--- src/rtl/sensor_ctrl_pkg.sv ---
// sensor_ctrl_pkg: shared state encoding, frame counter width and Gray helper for the sensor frame sequencer
package sensor_ctrl_pkg;

    typedef enum logic [2:0] {IDLE, ERASE, EXPOSE, CONVERT, READ} frame_state_t;

    localparam int FRAME_COUNT_BITS = 16;

    function automatic logic [31:0] bin2gray(input logic [31:0] bin);
        return bin ^ (bin >> 1);
    endfunction

endpackage

--- src/rtl/sensor_gray_ramp.sv ---
// sensor_gray_ramp: binary ramp counter presented as a Gray-coded value
module sensor_gray_ramp
    import sensor_ctrl_pkg::*;
#(
    parameter int PIXEL_BITS = 8
) (
    input  logic                  CLK,
    input  logic                  RESET,
    input  logic                  CLEAR,
    input  logic                  ENABLE,
    output logic [PIXEL_BITS-1:0] OUT
);

    logic [PIXEL_BITS-1:0] bin;

    // ramp count; CLEAR has priority so a new frame always starts from zero
    always_ff @(posedge CLK or posedge RESET)
        if (RESET) bin <= '0;
        else if (CLEAR) bin <= '0;
        else if (ENABLE) bin <= bin + PIXEL_BITS'(1);

    assign OUT = PIXEL_BITS'(bin2gray(32'(bin)));

endmodule

--- src/rtl/sensor_frame_ctrl.sv ---
// sensor_frame_ctrl: erase/expose/convert/read frame sequencer; define SENSOR_FRAME_COUNT_EN to add the FRAME_COUNT output
module sensor_frame_ctrl
    import sensor_ctrl_pkg::*;
#(
    parameter int ROWS            = 8,
    parameter int PIXEL_BITS      = 8,
    parameter int ERASE_CYCLES    = 5,
    parameter int ROW_READ_CYCLES = 5,
    parameter int EXP_BITS        = 10
) (
    input  logic                        CLK,
    input  logic                        RESET,
    input  logic                        START,
    input  logic                        CONTINUOUS,
    input  logic                        ABORT,
    input  logic [EXP_BITS-1:0]         EXPOSE_TIME,
    output logic                        BUSY,
    output logic                        PIXEL_ERASE,
    output logic                        PIXEL_EXPOSE,
    output logic                        ANALOG_RAMP_EN,
    output logic [PIXEL_BITS-1:0]       DIGITAL_RAMP,
    output logic [ROWS-1:0]             ROW_SELECT,
    output logic                        NEW_ROW,
`ifdef SENSOR_FRAME_COUNT_EN
    output logic [FRAME_COUNT_BITS-1:0] FRAME_COUNT,
`endif
    output logic                        FRAME_DONE
);

    localparam int MAX_AB  = ERASE_CYCLES > ROW_READ_CYCLES ? ERASE_CYCLES : ROW_READ_CYCLES;
    localparam int MAX_CD  = EXP_BITS > PIXEL_BITS ? 2**EXP_BITS : 2**PIXEL_BITS;
    localparam int CNT_MAX = MAX_AB > MAX_CD ? MAX_AB : MAX_CD;
    localparam int CNT_W   = $clog2(CNT_MAX);
    localparam int ROW_W   = ROWS > 1 ? $clog2(ROWS) : 1;

    localparam logic [CNT_W-1:0] ERASE_LAST   = CNT_W'(ERASE_CYCLES - 1);
    localparam logic [CNT_W-1:0] CONV_LAST    = CNT_W'(2**PIXEL_BITS - 1);
    localparam logic [CNT_W-1:0] ROW_CYC_LAST = CNT_W'(ROW_READ_CYCLES - 1);
    localparam logic [ROW_W-1:0] ROW_LAST     = ROW_W'(ROWS - 1);

    frame_state_t        state;
    logic [CNT_W-1:0]    cnt;
    logic [ROW_W-1:0]    row;
    logic [EXP_BITS-1:0] exp_lat;
    logic                phase_last;
    logic                last_read;
    logic                start_frame;
    logic                ramp_clear;
    logic                ramp_en;

    // end-of-phase and frame-start decode from the registered state and counters
    always_comb begin
        phase_last  = (state == ERASE   && cnt == ERASE_LAST) ||
                      (state == EXPOSE  && cnt == CNT_W'(exp_lat) - CNT_W'(1)) ||
                      (state == CONVERT && cnt == CONV_LAST) ||
                      (state == READ    && cnt == ROW_CYC_LAST);
        last_read   = state == READ && cnt == ROW_CYC_LAST && row == ROW_LAST;
        start_frame = !ABORT && ((state == IDLE && START) || (last_read && CONTINUOUS));
        ramp_clear  = start_frame || (ABORT && state != IDLE);
        ramp_en     = state == CONVERT && cnt != CONV_LAST;
    end

    // frame sequencer; ABORT overrides every transition and suppresses FRAME_DONE
    always_ff @(posedge CLK or posedge RESET) begin
        if (RESET) begin
            state      <= IDLE;
            cnt        <= '0;
            row        <= '0;
            exp_lat    <= '0;
            FRAME_DONE <= 1'b0;
        end else begin
            FRAME_DONE <= last_read && !ABORT;
            if (start_frame) exp_lat <= (EXPOSE_TIME == '0) ? EXP_BITS'(1) : EXPOSE_TIME;
            if (ABORT) begin
                state <= IDLE;
                cnt   <= '0;
                row   <= '0;
            end else begin
                cnt <= (state == IDLE || phase_last) ? '0 : cnt + CNT_W'(1);
                row <= (state == READ && phase_last) ? (last_read ? '0 : row + ROW_W'(1)) : row;
                case (state)
                    IDLE:    if (START) state <= ERASE;
                    ERASE:   if (phase_last) state <= EXPOSE;
                    EXPOSE:  if (phase_last) state <= CONVERT;
                    CONVERT: if (phase_last) state <= READ;
                    READ:    if (last_read) state <= CONTINUOUS ? ERASE : IDLE;
                    default: state <= IDLE;
                endcase
            end
        end
    end

    sensor_gray_ramp #(.PIXEL_BITS(PIXEL_BITS)) u_ramp (
        .CLK    (CLK),
        .RESET  (RESET),
        .CLEAR  (ramp_clear),
        .ENABLE (ramp_en),
        .OUT    (DIGITAL_RAMP)
    );

    assign BUSY           = state != IDLE;
    assign PIXEL_ERASE    = state == ERASE;
    assign PIXEL_EXPOSE   = state == EXPOSE;
    assign ANALOG_RAMP_EN = state == CONVERT;
    assign ROW_SELECT     = (state == READ) ? ROWS'(1) << row : '0;
    assign NEW_ROW        = state == READ && cnt == '0;

`ifdef SENSOR_FRAME_COUNT_EN
    // counts completed frames only; aborted or reset frames never raise FRAME_DONE
    always_ff @(posedge CLK or posedge RESET)
        if (RESET) FRAME_COUNT <= '0;
        else if (FRAME_DONE) FRAME_COUNT <= FRAME_COUNT + FRAME_COUNT_BITS'(1);
`endif

endmodule

--- config.mk ---
export PLATFORM = sky130hd
export DESIGN_NAME = sensor_frame_ctrl
export DESIGN_NICKNAME = d
export VERILOG_FILES = /design/src/rtl/sensor_ctrl_pkg.sv /design/src/rtl/sensor_gray_ramp.sv /design/src/rtl/sensor_frame_ctrl.sv
export SDC_FILE = /design/constraint.sdc
export NUM_CORES = 1
export LEC_CHECK = 0
export CAP_MARGIN = 25
export CORE_MARGIN = 4
export CORE_UTILIZATION = 35
export CTS_CLUSTER_SIZE = 10
export DETAILED_ROUTE_END_ITERATION = 16
export PLACE_DENSITY = 0.56
export SLEW_MARGIN = 30
export SYNTH_ARGS = -nofsm -noshare
export SYNTH_HDL_FRONTEND = slang
export SYNTH_SLANG_ARGS = --single-unit
--- constraint.sdc ---
create_clock -name CLK -period 2.63 [get_ports CLK]
set_input_delay 0.789 -clock CLK [delete_from_list [all_inputs] [get_ports CLK]]
set_output_delay 0.789 -clock CLK [all_outputs]
set_load 0.1 [all_outputs]
==> results of run 1 <==
logic make-up after synthesis:
family,count (synthesis),synth area share [%]
compound gates,35,11.9
xor+xnor,27,9.84
fa+ha+maj,15,7.81
buf+inv,28,5.26
flops,35,36.4
mux,10,4.63
simple gates,100,24.1
final timing paths:
kind	from	slack, ns	to
max	state[0]	0.14	ROW_SELECT[4]
min	exp_lat[9]	0.51	exp_lat[9]
max reg2reg	cnt[1]	0.29	exp_lat[8]
min reg2reg	exp_lat[9]	0.51	exp_lat[9]
max in group asynchronous	RESET	1.37	cnt[0]
min in group asynchronous	RESET	0.89	row[1]
power by group through the flow:
stage               registers (µW)  clock network (µW)  logic (µW)
detailed placement             646                   0         364
global placement               645                   0         364
floorplan                      630                   0         268
finish                         635                 431         366
global route                   645                 469         404
CTS                            635                 450         367
state kept, by name, summed over array words and instances (netlist names):
name,cells
FRAME_DONE,1
cnt,10
exp_lat,10
row,3
state,3
u_ramp.bin,8
layer usage:
metal	track usage, %	wire, µm	vias to the layer above
li1	-	-	978
met1	18.3	2610	951
met2	23.3	2560	28
met3	2.33	119	8
met4	5.03	94	0
met5	0	0	-
worst register-to-register path: stages (launching register included):
cell and delay, ns:
sky130_fd_sc_hd__dfrtp_2 0.46, sky130_fd_sc_hd__inv_1 0.07, sky130_fd_sc_hd__ha_1 0.14, sky130_fd_sc_hd__nor4b_4 0.23
sky130_fd_sc_hd__buf_4 0.16, sky130_fd_sc_hd__buf_4 0.10, sky130_fd_sc_hd__and3_1 0.25, sky130_fd_sc_hd__a32oi_1 0.14
sky130_fd_sc_hd__nor2_2 0.09, sky130_fd_sc_hd__buf_4 0.20, sky130_fd_sc_hd__mux2_2 0.35
per-stage QoR:
stage          setup WS (ns)  hold WS (ns)  std cells  setup TNS, ns  util (%)
3_3_place_gp           0.308         0.493        361              0      47.8
4_1_cts               0.0187         0.516        369              0      49.5
6_report               0.135         0.513        370              0      49.8
3_5_place_dp           0.294         0.500        361              0      47.8
2_1_floorplan        -0.0525         0.479        250        -0.0869         -
5_1_grt               0.0105         0.545        370              0      49.8
timing repair:
action | CTS | global route
pin swaps | 0 | 1
setup buffers | 0 | 1
resized for setup | 1 | 3
setup endpoints to repair | 1 | 1
cell type report:
type	count	area share (%)
inverters	13	1.51
repair buffers	50	20.0
well taps	77	2.98
flip-flops and latches	35	27.2
multi-input cells	187	45.2
clock buffers	8	3.09
layout by cell type, fill, tap and decap left out, drive strengths merged, types with 2 or more instances in the layout:
master / synthesis / layout
inv: 13 / 13
or3: 4 / 4
a32oi: 2 / 2
nor4: 3 / 3
a211oi: 4 / 4
and2: 2 / 2
a31oi: 3 / 3
dfrtp: 35 / 35
nor2: 17 / 17
nor3b: 2 / 2
o31ai: 4 / 4
xor2: 17 / 17
nand3b: 2 / 2
nand2: 12 / 12
a21oi: 6 / 6
o21ai: 7 / 7
clkbuf: 5 / 8
xnor2: 10 / 10
nor4b: 2 / 2
and3: 11 / 11
nand3: 10 / 10
o211ai: 2 / 2
clkdlybuf4s50: 0 / 14
nand4: 7 / 7
buf: 10 / 36
and4: 2 / 2
mux2: 9 / 9
a21o: 2 / 2
ha: 15 / 15
nand2b: 5 / 5
nor3: 17 / 17
==> results.tsv, run 1 <==
stage	metric	value	unit
finish	synthToLayoutAreaGrowth	34.6	%
sta	finalCriticalPeriod	2.49	ns
critical_path	critical_path.max_fanout	9	
critical_path	worst_case_reg_to_reg_path_depth	10	
min_path	hold_path_class	reg2reg	
drt	wl	5380	µm
drt	detail-route-antenna-nets	0	
critical_path	slowest_delay	0.50	ns
finish	multiInputGateArea	1460	µm²
power_and_ir_drop	totalPowerFinal	1430	µW
sta	worst-slew-pin-transition	0.528	ns
die	rows	29	
sta	setup_viol_count_final	0	
run_status	outcome	complete, no violations	
finish	fill_cells	605	
critical_path	critical_path.cell_chain	nor2_1, and2_0, and3_2, buf_12	
cts	cts.htree.levels	2	
drt	vias	1965	
cts	tritoncts_clock_tree	done	
logic_synthesis	ys_ff_latch	35	
global_route	grt_start_max_net_pins	36	
finish	number_of_nets_in_the_final_layout	322	
sta	max_freq	401	MHz
drt	drcViolationCount	0	
critical_path	worstSetupEndpointType	output pin	
logic_synthesis	ys_warn_count	0	
critical_path	worstPathArrival	1.71	ns
sta	max-slew-margin-rel	64.3	%
finish	antenna_cells_inserted	0	
critical_path	slowest_stage	sky130_fd_sc_hd__dfrtp_1	
finish	finalInstanceArea	3230	µm²
logic_synthesis	synth_cell_type_count	54	
logic_synthesis	syn-num-nets	280	
global_route	first_global_vias	2005	
power_and_ir_drop	cell_internal_pwr	979	µW
global_route	antenna_found_initial	0	
place	place.detailed.hpwl	4120	µm
power_and_ir_drop	p_comb_share	25.5	%
cts	clk_path_buf_depth	2	
power_and_ir_drop	swShare	31.6	%
drt	wl_per_cell	14.5	µm
power_and_ir_drop	power.net_switching	453	µW
logic_synthesis	yosys-top-cells-area	sky130_fd_sc_hd__dfrtp_1, sky130_fd_sc_hd__ha_1, sky130_fd_sc_hd__xor2_1	
logic_synthesis	yosys-top-cells-count	sky130_fd_sc_hd__dfrtp_1, sky130_fd_sc_hd__xor2_1, sky130_fd_sc_hd__nor3_1, sky130_fd_sc_hd__ha_1, sky130_fd_sc_hd__nor2_1	
die	initial_util	37.0	%
power_and_ir_drop	sequentialPowerShare	44.4	%
logic_synthesis	netlist_area	2400	µm²
flow_run	timing.max_cap.violations	0	
power_and_ir_drop	power_leakage	0.00140	µW
die	fp.dieH	90.9	µm
drt	drt_pass1_iterations	4	
place	port-buffer-count	36	
cts	cts-buffers-inserted	5	
cts	clk_transition_reported_paths	0.07	ns
critical_path	criticalPathCategory	reg2out	
power_and_ir_drop	worst_ir_drop_vdd	0.188	mV
critical_path	timing.critical_path.max_delay_family	simple AND/OR/NAND/NOR gates	
logic_synthesis	synthDominantAreaCellType	sky130_fd_sc_hd__dfrtp_1	
logic_synthesis	seq_area_frac_synth	36.4	%
critical_path	path_depth	4	
cts	clock_sink_count	35	
critical_path	worst_setup_path_start_kind	flip-flop	
power_and_ir_drop	clock_power_share	30.1	%
finish	final_layout_size_suffix_gt1_share	24.2	%
drt	initialDrtViolationCount	106	
global_route	track_usage	14.0	%
logic_synthesis	number_of_standard_cells_after_synthesis	250	
die	chipWidth	90.9	µm
drt	avgViaCountPerCell	5.31	
sta	drv_slew	0	
global_route	wire_length_of_the_first_global_routing_pass	9630	µm
finish	register_area	878	µm²
die	floorplan.die_area	8260	µm²
logic_synthesis	synth_edf_count	0	
sta	skew	0.00651	ns
sta	final_hold_viol_count	0	
die	design.core.area	6490	µm²
logic_synthesis	average_cell_area_after_synthesis	9.61	µm²
cts	clock_insertion_delay_at_the_later_pin_of_the_skew_report	0.28	ns
die	io-pin-count	37	
logic_synthesis	synthArstFlopShare	100	%
cts	cts-hold-fix-buffers	0	
logic_synthesis	top_area_cell_type_share_of_the_netlist_area	36.4	%
min_path	hold_depth	1	
cts	cts.root.buffer_cell	sky130_fd_sc_hd__clkbuf_8	
sta	rsz0062_at_grt	false	
logic_synthesis	synthMostInstantiatedCell	sky130_fd_sc_hd__dfrtp_1	
global_route	gr-total-overflow	0	
critical_path	worstPathRequired	1.84	ns
critical_path	timing.critical_path.buf_inv	1	
place	routabilityCongestion	0.805	
sta	final.period_utilization	94.9	%
logic_synthesis	synth_ff_type	sky130_fd_sc_hd__dfrtp_1	
power_and_ir_drop	p_per_area	443	nW/µm²
place	post_dp_cell_area	3110	µm²
Note: power is estimated with default switching activity, not from simulation.
==> run 2, diff against run 1 <==
--- a/config.mk
+++ b/config.mk
@@ -5,6 +5,7 @@
 export SDC_FILE = /design/constraint.sdc
 export NUM_CORES = 1
 export LEC_CHECK = 0
+export ABC_CLOCK_PERIOD_IN_PS = 2630
 export CAP_MARGIN = 25
 export CORE_MARGIN = 4
 export CORE_UTILIZATION = 35
==> results of run 2 <==
Same layout as run 1: the final DEF is identical, and so are final timing and power.
==> run 3, diff against run 2 <==
--- a/config.mk
+++ b/config.mk
@@ -12,6 +12,7 @@
 export CTS_CLUSTER_SIZE = 10
 export DETAILED_ROUTE_END_ITERATION = 16
 export PLACE_DENSITY = 0.56
+export SKIP_CTS_REPAIR_TIMING = 1
 export SLEW_MARGIN = 30
 export SYNTH_ARGS = -nofsm -noshare
 export SYNTH_HDL_FRONTEND = slang
==> run 3 against run 2 <==
Effect of this change:
- fmax about the same
- largest power group unchanged
- non-clock buffer count unchanged
- wire length rose by 0.82%
- critical endpoint unchanged
- clock skew about the same
- count of clock-buffer cells in the layout stayed put
- sequential share of layout area stayed put
- sequential power about the same
- worst hold slack got worse by 0.0033 ns
- via count is 0.51% lower
- utilization unchanged
- final area is the same
==> results.tsv, run 3 (same netlist as run 1, synthesis figures left out) <==
stage	metric	value	unit	change
finish	register_area	878	µm²	unchanged
cts	tritoncts_clock_tree	done		
finish	fill_cells	605		unchanged
finish	final_cell_mix	sky130_fd_sc_hd__dfrtp_1, sky130_fd_sc_hd__buf_12, sky130_fd_sc_hd__buf_4		
critical_path	slowest_stage	sky130_fd_sc_hd__dfrtp_1		
power_and_ir_drop	totalPowerFinal	1430	µW	+0.11%
critical_path	setup.worst_path.start	state[0]		
critical_path	r2r_start	cnt[0]		
critical_path	worst_case_reg_to_reg_path_depth	10		unchanged
global_route	track_usage	14.0	%	-0.018 points
finish	antenna_cells_inserted	0		unchanged
sta	worst-slew-pin-transition	0.528	ns	+0.00000733 ns
place	port-buffer-count	36		unchanged
sta	max_freq	400	MHz	about the same
drt	detail-route-antenna-nets	0		unchanged
drt	wl	5420	µm	+0.82%
die	initial_util	37.0	%	unchanged
cts	clk_transition_reported_paths	0.07	ns	about the same
global_route	first_global_vias	2004		-0.050%
critical_path	worstPathRequired	1.84	ns	about the same
critical_path	critical_path.max_fanout	9		unchanged
cts	cts-buffers-inserted	5		unchanged
cts	cts.root.buffer_cell	sky130_fd_sc_hd__clkbuf_8		
sta	holdWs	0.510	ns	-0.00333 ns
drt	wl_per_cell	14.7	µm	+0.82%
critical_path	worst-r2r-setup-slack	0.30	ns	about the same
cts	cts.htree.levels	2		unchanged
global_route	grt_start_max_net_pins	36		unchanged
finish	final_layout_size_suffix_gt1_share	24.2	%	unchanged
drt	initialDrtViolationCount	96		-9.4%
sta	drv_slew	0		unchanged
sta	final_hold_viol_count	0		unchanged
cts	clk_path_buf_depth	2		unchanged
drt	drt_pass1_iterations	4		unchanged
global_route	antenna_found_initial	0		unchanged
critical_path	critical_path.cell_chain	nor2_1, and2_0, and3_2, buf_12		
power_and_ir_drop	worst_ir_drop_vdd	0.188	mV	+0.11%
sta	rsz0062_at_grt	false		
drt	avgViaCountPerCell	5.28		-0.51%
finish	layout.cells.most_common	sky130_fd_sc_hd__dfrtp_1		
finish	synthToLayoutAreaGrowth	34.6	%	unchanged
critical_path	worstPathArrival	1.71	ns	about the same
run_status	outcome	complete, no violations		
critical_path	crit_path_end	ROW_SELECT[4]		
critical_path	worst_setup_path_start_kind	flip-flop		
sta	setup_viol_count_final	0		unchanged
power_and_ir_drop	p_per_area	443	nW/µm²	+0.11%
die	fp.dieH	90.9	µm	unchanged
cts	clock_sink_count	35		unchanged
global_route	wire_length_of_the_first_global_routing_pass	9610	µm	-0.15%
drt	vias	1955		-0.51%
die	floorplan.die_area	8260	µm²	unchanged
power_and_ir_drop	power_leakage	0.00140	µW	unchanged
critical_path	regToRegEndpoint	exp_lat[8]		
sta	skew	0.00635	ns	-0.000164 ns
finish	number_of_nets_in_the_final_layout	322		unchanged
sta	finalCriticalPeriod	2.50	ns	+0.00236 ns
sta	finalSetupTns	0	ns	unchanged
die	chipWidth	90.9	µm	unchanged
cts	clock_insertion_delay_at_the_later_pin_of_the_skew_report	0.28	ns	about the same
finish	reg.largest.list	cnt (10), exp_lat (10), u_ramp.bin (8)		
critical_path	slowest_delay	0.50	ns	about the same
min_path	hold_path_class	reg2reg		
sta	max-slew-margin-rel	64.3	%	about the same
die	io-pin-count	37		unchanged
place	routabilityCongestion	0.805		unchanged
critical_path	worstSetupEndpointType	output pin		
die	rows	29		unchanged
place	place.detailed.hpwl	4120	µm	unchanged
flow_run	timing.max_cap.violations	0		unchanged
critical_path	criticalPathCategory	reg2out		
finish	multiInputGateArea	1460	µm²	unchanged
drt	drcViolationCount	0		unchanged
die	design.core.area	6490	µm²	unchanged
sta	final.period_utilization	95.0	%	about the same
global_route	gr-total-overflow	0		unchanged
run 3: worst min path at each step:
stage / startpoint / end / slack (ns) / cells past startpoint
finish: exp_lat[9] / exp_lat[9] / 0.51 / 1
global route: exp_lat[9] / exp_lat[9] / 0.55 / 1
CTS: exp_lat[9] / exp_lat[9] / 0.52 / 1
detailed placement: exp_lat[9] / exp_lat[9] / 0.50 / 1
global placement: exp_lat[9] / exp_lat[9] / 0.49 / 1
floorplan: exp_lat[9] / exp_lat[9] / 0.48 / 1
run 3: worst max-delay path, delay by kind of cell, from the launching register on:
| kind | cells | cell delay (ns) |
|---|---|---|
| buf+inv | 1 | 0.17 |
| flops | 1 | 0.50 |
| simple gates | 3 | 0.75 |
run 3: area by class of cell:
cell class | count | area share (%)
Multi-Input combinational cell | 187 | 45.2
Timing Repair Buffer | 50 | 20.0
Sequential cell | 35 | 27.2
Clock buffer | 8 | 3.09
Tap cell | 77 | 2.98
Inverter | 13 | 1.51
run 3: metrics by stage:
| step | cell area [µm²] | instances | util, % | setup slack (ns) |
|---|---|---|---|---|
| after global routing | 3230 | 370 | 49.8 | 0.0112 |
| after CTS | 3210 | 369 | 49.4 | -0.0264 |
| after detailed placement | 3110 | 361 | 47.8 | 0.294 |
| final | 3230 | 370 | 49.8 | 0.133 |
| after floorplan | 2450 | 250 | - | -0.0525 |
| after global placement | 3110 | 361 | 47.8 | 0.308 |
run 3: power by group:
part / internal [µW] / switching (µW) / total (µW)
Clock: 239 / 193 / 432
Sequential: 577 / 57.9 / 635
Combinational: 162 / 204 / 366
run 3: per-layer routing:
| metal | global-route usage, % | wire length [µm] | vias up |
|---|---|---|---|
| li1 | - | - | 973 |
| met1 | 18.3 | 2590 | 945 |
| met2 | 23.3 | 2600 | 29 |
| met3 | 2.33 | 140 | 8 |
| met4 | 5.03 | 94 | 0 |
| met5 | 0 | 0 | - |
